$ cat config.mk
export PLATFORM = sky130hd
export DESIGN_NAME = instr_fetch_unit
export DESIGN_NICKNAME = d
export VERILOG_FILES = /design/src/rtl/instr_fetch_unit.sv
export SDC_FILE = /design/constraint.sdc
export NUM_CORES = 1
export LEC_CHECK = 0
export ABC_AREA = 1
export CAP_MARGIN = 0
export CORE_MARGIN = 8
export CORE_UTILIZATION = 56
export CTS_CLUSTER_SIZE = 16
export DETAILED_ROUTE_END_ITERATION = 8
export PLACE_DENSITY = 0.88
export SETUP_SLACK_MARGIN = 0.15
export SKIP_LAST_GASP = 1
export SLEW_MARGIN = 25
export SYNTH_ARGS = -nofsm -noshare
export SYNTH_HDL_FRONTEND = slang
export SYNTH_SLANG_ARGS = --single-unit
$ cat constraint.sdc
create_clock -name clk -period 3.8 [get_ports clk]
set_clock_uncertainty 0.05 [all_clocks]
set_input_delay 0.38 -clock clk [delete_from_list [all_inputs] [get_ports clk]]
set_output_delay 0.38 -clock clk [all_outputs]
set_load 0.01 [all_outputs]
$ cat src/rtl/instr_fetch_unit.sv
// Instruction-fetch stage: PC register, req/ack fetch from instruction memory, next-PC select.
// Optional fetch timeout with sticky fetch_err and HALT state when FETCH_TIMEOUT_EN is defined.
module instr_fetch_unit #(
    parameter logic [31:0] RESET_PC    = 32'h0000_3000,
    parameter int unsigned TIMEOUT_CYC = 16
) (
    input  logic        clk,
    input  logic        rst,
    output logic        imem_req,
    output logic [31:0] imem_addr,
    input  logic        imem_ack,
    input  logic [31:0] imem_rdata,
    output logic [31:0] instr,
    output logic [5:0]  OpCode,
    output logic [5:0]  funct,
    output logic        instr_valid,
    output logic [31:0] pc,
    input  logic        ex_done,
    input  logic        jump,
    input  logic        Branch,
    input  logic        br_taken,
    output logic        fetch_err
);

`ifdef FETCH_TIMEOUT_EN
    typedef enum logic [1:0] {StBoot, StReq, StHold, StHalt} state_e;
    localparam logic [4:0] TimeoutLast = 5'(TIMEOUT_CYC - 1);
`else
    typedef enum logic [1:0] {StBoot, StReq, StHold} state_e;
`endif

    state_e      state_q, state_d;
    logic [31:0] pc_q, pc_d;
    logic [31:0] instr_q, instr_d;
    logic        valid_q, valid_d;
    logic        req_q, req_d;
    logic [31:0] pc4;
    logic [31:0] br_off;
    logic [31:0] next_pc;

`ifdef FETCH_TIMEOUT_EN
    logic [4:0]  cnt_q, cnt_d;
    logic        err_q, err_d;
`endif

    always_comb begin
        pc4     = pc_q + 32'd4;
        br_off  = {{14{instr_q[15]}}, instr_q[15:0], 2'b00};
        next_pc = pc4;
        if (jump) begin
            next_pc = {pc4[31:28], instr_q[25:0], 2'b00};
        end else if (Branch && br_taken) begin
            next_pc = pc4 + br_off;
        end
    end

    always_comb begin
        state_d = state_q;
        pc_d    = pc_q;
        instr_d = instr_q;
        valid_d = valid_q;
        req_d   = req_q;
`ifdef FETCH_TIMEOUT_EN
        // Counter is held at zero outside REQ, so it is clear on every entry to REQ.
        cnt_d   = '0;
        err_d   = err_q;
`endif
        unique case (state_q)
            StBoot: begin
                state_d = StReq;
                req_d   = 1'b1;
            end
            StReq: begin
                if (req_q && imem_ack) begin
                    instr_d = imem_rdata;
                    valid_d = 1'b1;
                    req_d   = 1'b0;
                    state_d = StHold;
`ifdef FETCH_TIMEOUT_EN
                end else if (cnt_q == TimeoutLast) begin
                    err_d   = 1'b1;
                    req_d   = 1'b0;
                    state_d = StHalt;
                end else begin
                    cnt_d = cnt_q + 5'd1;
`endif
                end
            end
            StHold: begin
                if (ex_done) begin
                    pc_d    = next_pc;
                    valid_d = 1'b0;
                    req_d   = 1'b1;
                    state_d = StReq;
                end
            end
`ifdef FETCH_TIMEOUT_EN
            StHalt: begin
                req_d = 1'b0;
            end
`endif
            default: begin
                state_d = StBoot;
                req_d   = 1'b0;
            end
        endcase
    end

    always_ff @(posedge clk or negedge rst) begin
        if (!rst) begin
            state_q <= StBoot;
            pc_q    <= RESET_PC;
            instr_q <= '0;
            valid_q <= 1'b0;
            req_q   <= 1'b0;
        end else begin
            state_q <= state_d;
            pc_q    <= pc_d;
            instr_q <= instr_d;
            valid_q <= valid_d;
            req_q   <= req_d;
        end
    end

`ifdef FETCH_TIMEOUT_EN
    always_ff @(posedge clk or negedge rst) begin
        if (!rst) begin
            cnt_q <= '0;
            err_q <= 1'b0;
        end else begin
            cnt_q <= cnt_d;
            err_q <= err_d;
        end
    end

    assign fetch_err = err_q;
`else
    logic unused_timeout;
    assign unused_timeout = ^TIMEOUT_CYC;
    assign fetch_err      = 1'b0;
`endif

    assign imem_req    = req_q;
    assign imem_addr   = pc_q;
    assign pc          = pc_q;
    assign instr       = instr_q;
    assign instr_valid = valid_q;
    assign OpCode      = instr_q[31:26];
    assign funct       = instr_q[5:0];

endmodule

==> results.toml <==
[timing]
finalCritPeriodShare_pct = 86.10
hold_viol_final = 0
setup_viol = 0
postLayoutSetupSlackWorst_ps = 528.2
rsz0062_at_grt = "no"
maxSlewViolCount = 0
setup_tns_ps = 0
worst-slew-pin-transition_ps = 1108
fin_crit_ps = 3272
slew_headroom_pct = 26.05
max_freq_ghz = 0.3056

[clock_network]
clock-sinks = 65
post_cts_resized = 0
post_cts_buffers = 0
cts_buffers = 9
cts-htree-levels = 3
clk_pin_slew_ps = 60
hold_buffers = 0
clk-insertion-delay-late_ps = 340
cts_tree = "done"
root_buffer = "clkbuf_16"
cts_buffer_depth = 2

[synthesis]
synth_area_um2 = 6446
synth-async-reset-ratio_pct = 100.0
ys.flop_type = "dfrtp_1"
netlist_instances = 996
ys_seq_area_share_pct = 25.27
synth_seq_cells = 65
synth.avg_cell_area_um2 = 6.472
yosysWarnings = 0
synth_enable_flop_cells = 0
yosys.cell_types.count = 45

[power]
powerDensity_nw_per_um2 = 1005
p_total_w = 0.008061
max-vdd-ir-drop_v = 0.0006936
leakage_nw = 4.075

[cells_and_area]
final_util_pct = 70.87
syn_to_final_growth_pct = 24.46
final_cells = 1243
nets = 1172
n_antenna_cell = 0
drive_gt1_share_pct = 8.273

[critical_path]
cp-end-kind = "flop"
cpLargestDelayFamily = "simple AND/OR/NAND/NOR gates"
slowest_delay_ps = 600
cp_slowest_cell = "dfstp_2"
crit_required_ps = 4020
crit_fanout = 6
worst-path-buf-inv = 1
crit_type = "reg -> reg"
crit_arrival_ps = 3490
cp_common_cell = "nand2_1"
cp-start-kind = "flop"
path_cells = "nand2_1, nor2_1, nand2_1, nor2_1, nand2_1, xnor2_1, ha_1, nand2_1, nor3_1, inv_1, nor2_1, nand3_1, nand3_1, nand2_1, nand3_1, nand2_1, a21oi_2"

[route]
vias = 6873
drtPass1Iterations = 5
ant_nets = 0
wl_per_cell_um = 17.69
drt_iter0_markers = 611
drc = 0
viasPerCell = 5.529
drt-total-wl_um = 21990

[global_route]
antenna_found_initial = 0
grt_first_pass_wirelength_um = 34030
grt_max_degree = 48
grt_pass1_vias = 6631
grt.total_usage_pct = 28.68
grt_remaining_overflow = 0

[floorplan]
dieArea_um2 = 15200
die_w_um = 123.3
initial_core_util_pct = 56.94
ios = 150
die_y_um = 123.3
coreArea_um2 = 11320
rows = 39

[placed_design]
io_buffers = 144
pre_cts_ws_ps = 631.8
hpwl_um = 16980
placedCellCount = 1227
place_congestion = 1.049

[worst_hold_path]
hold_class = "in -> async"

[outcome]
status = "complete, no violations"

[job]
drv_cap = 0
[layout make-up]
| cell class | count | area, µm² |
|---|---|---|
| Timing Repair Buffer | 152 | 1496 |
| Tap cell | 143 | 178.9 |
| Sequential cell | 65 | 1629 |
| Inverter | 140 | 525.5 |
| Fill cell | 966 | 3298 |
| Multi-Input combinational cell | 727 | 3871 |
| Clock inverter | 5 | 78.83 |
| Clock buffer | 11 | 242.7 |
[cell families (layout without fill, tap and decap cells)]
group	after synthesis	count (layout)	synth area share, %
AND/OR/NAND/NOR	518	518	34.61
buffers and inverters	208	308	15.02
AO/OA/AOI/OAI	120	120	10.21
flip-flops	65	65	25.27
adder cells (fa/ha/maj)	38	38	7.492
XOR/XNOR	24	24	3.494
multiplexers	22	22	3.843
other	1	5	0.05817
[path summary, 6_finish.rpt]
check / startpoint / endpoint / slack, ps / depth (start not counted)
max in group asynchronous: rst / imem_addr[25] / 2710 / 2
min reg2reg: instr_valid / instr_valid / 460 / 2
min in group clk: instr_valid / instr_valid / 460 / 2
min: rst / instr[27] / 60 / 1
max: imem_addr[12] / imem_addr[22] / 530 / 17
max reg2reg: imem_addr[12] / imem_addr[22] / 530 / 17
[state kept, by name, summed over array words and instances, names as in the netlist]
signal	flops
imem_addr	30
state_q	1
imem_req	1
instr	32
instr_valid	1
[synth_stat cells (2+ instances only)]
cell | number | share of area, %
nand2_1 | 316 | 18
inv_1 | 131 | 7.6
nor2_1 | 86 | 5.0
dfrtp_1 | 63 | 24
nand3_1 | 60 | 4.7
a21oi_1 | 59 | 4.6
buf_4 | 48 | 5.6
ha_1 | 37 | 7.2
o21ai_0 | 32 | 2.5
mux2_2 | 22 | 3.8
xor2_1 | 18 | 2.4
clkbuf_1 | 14 | 0.82
nand2_2 | 9 | 0.87
nand4_1 | 9 | 0.87
inv_2 | 8 | 0.47
o21bai_1 | 8 | 0.93
nor3_1 | 7 | 0.54
o21ai_1 | 7 | 0.54
buf_2 | 6 | 0.47
nand3b_1 | 5 | 0.58
nand3_2 | 4 | 0.62
nor2_2 | 4 | 0.39
nor2_4 | 4 | 0.70
nor3_2 | 4 | 0.62
xnor2_1 | 4 | 0.54
a22oi_1 | 3 | 0.35
o22ai_1 | 3 | 0.29
a21o_1 | 2 | 0.23
and2_1 | 2 | 0.19
dfstp_2 | 2 | 0.82
nor3b_1 | 2 | 0.23
or2_0 | 2 | 0.19
or2_2 | 2 | 0.19
xor2_2 | 2 | 0.50
[where the power goes]
part | switching [W] | total (W) | internal (W)
Sequential | 0.000534 | 0.00157 | 0.00103
Combinational | 0.00323 | 0.00559 | 0.00236
Clock | 0.000319 | 0.000910 | 0.000591
Total | 0.00408 | 0.00806 | 0.00398
[metrics by stage]
| step | hold slack [ps] | instance area, µm² |
|---|---|---|
| 4_1_cts | 73.53 | 8023 |
| 5_1_grt | 117.9 | 8023 |
| 3_5_place_dp | 430.6 | 7701 |
| 6_report | 56.20 | 8023 |
| 3_3_place_gp | 407.9 | 7699 |
| 2_1_floorplan | 34.41 | 6461 |
[layout by cell type (no fill, tap or decap), types with 18 or more instances in the layout]
cell type,count
nand3_1,59
clkdlybuf4s50_1,143
dfrtp_1,63
nand2_1,315
mux2_2,22
o21ai_0,32
nor2_1,86
ha_1,37
xor2_1,18
a21oi_1,59
inv_1,131
[layer usage]
layer	wire length, µm	GRT usage [%]	part of all wire [%]	vias to the layer above
met5	0	0	0	-
met4	913	13.17	4.2	0
met3	2157	6.712	9.8	71
met2	10310	47.25	47	368
met1	8609	34.97	39	3132
li1	-	-	-	3302
No activity file was read; power rests on OpenSTA's default activity.
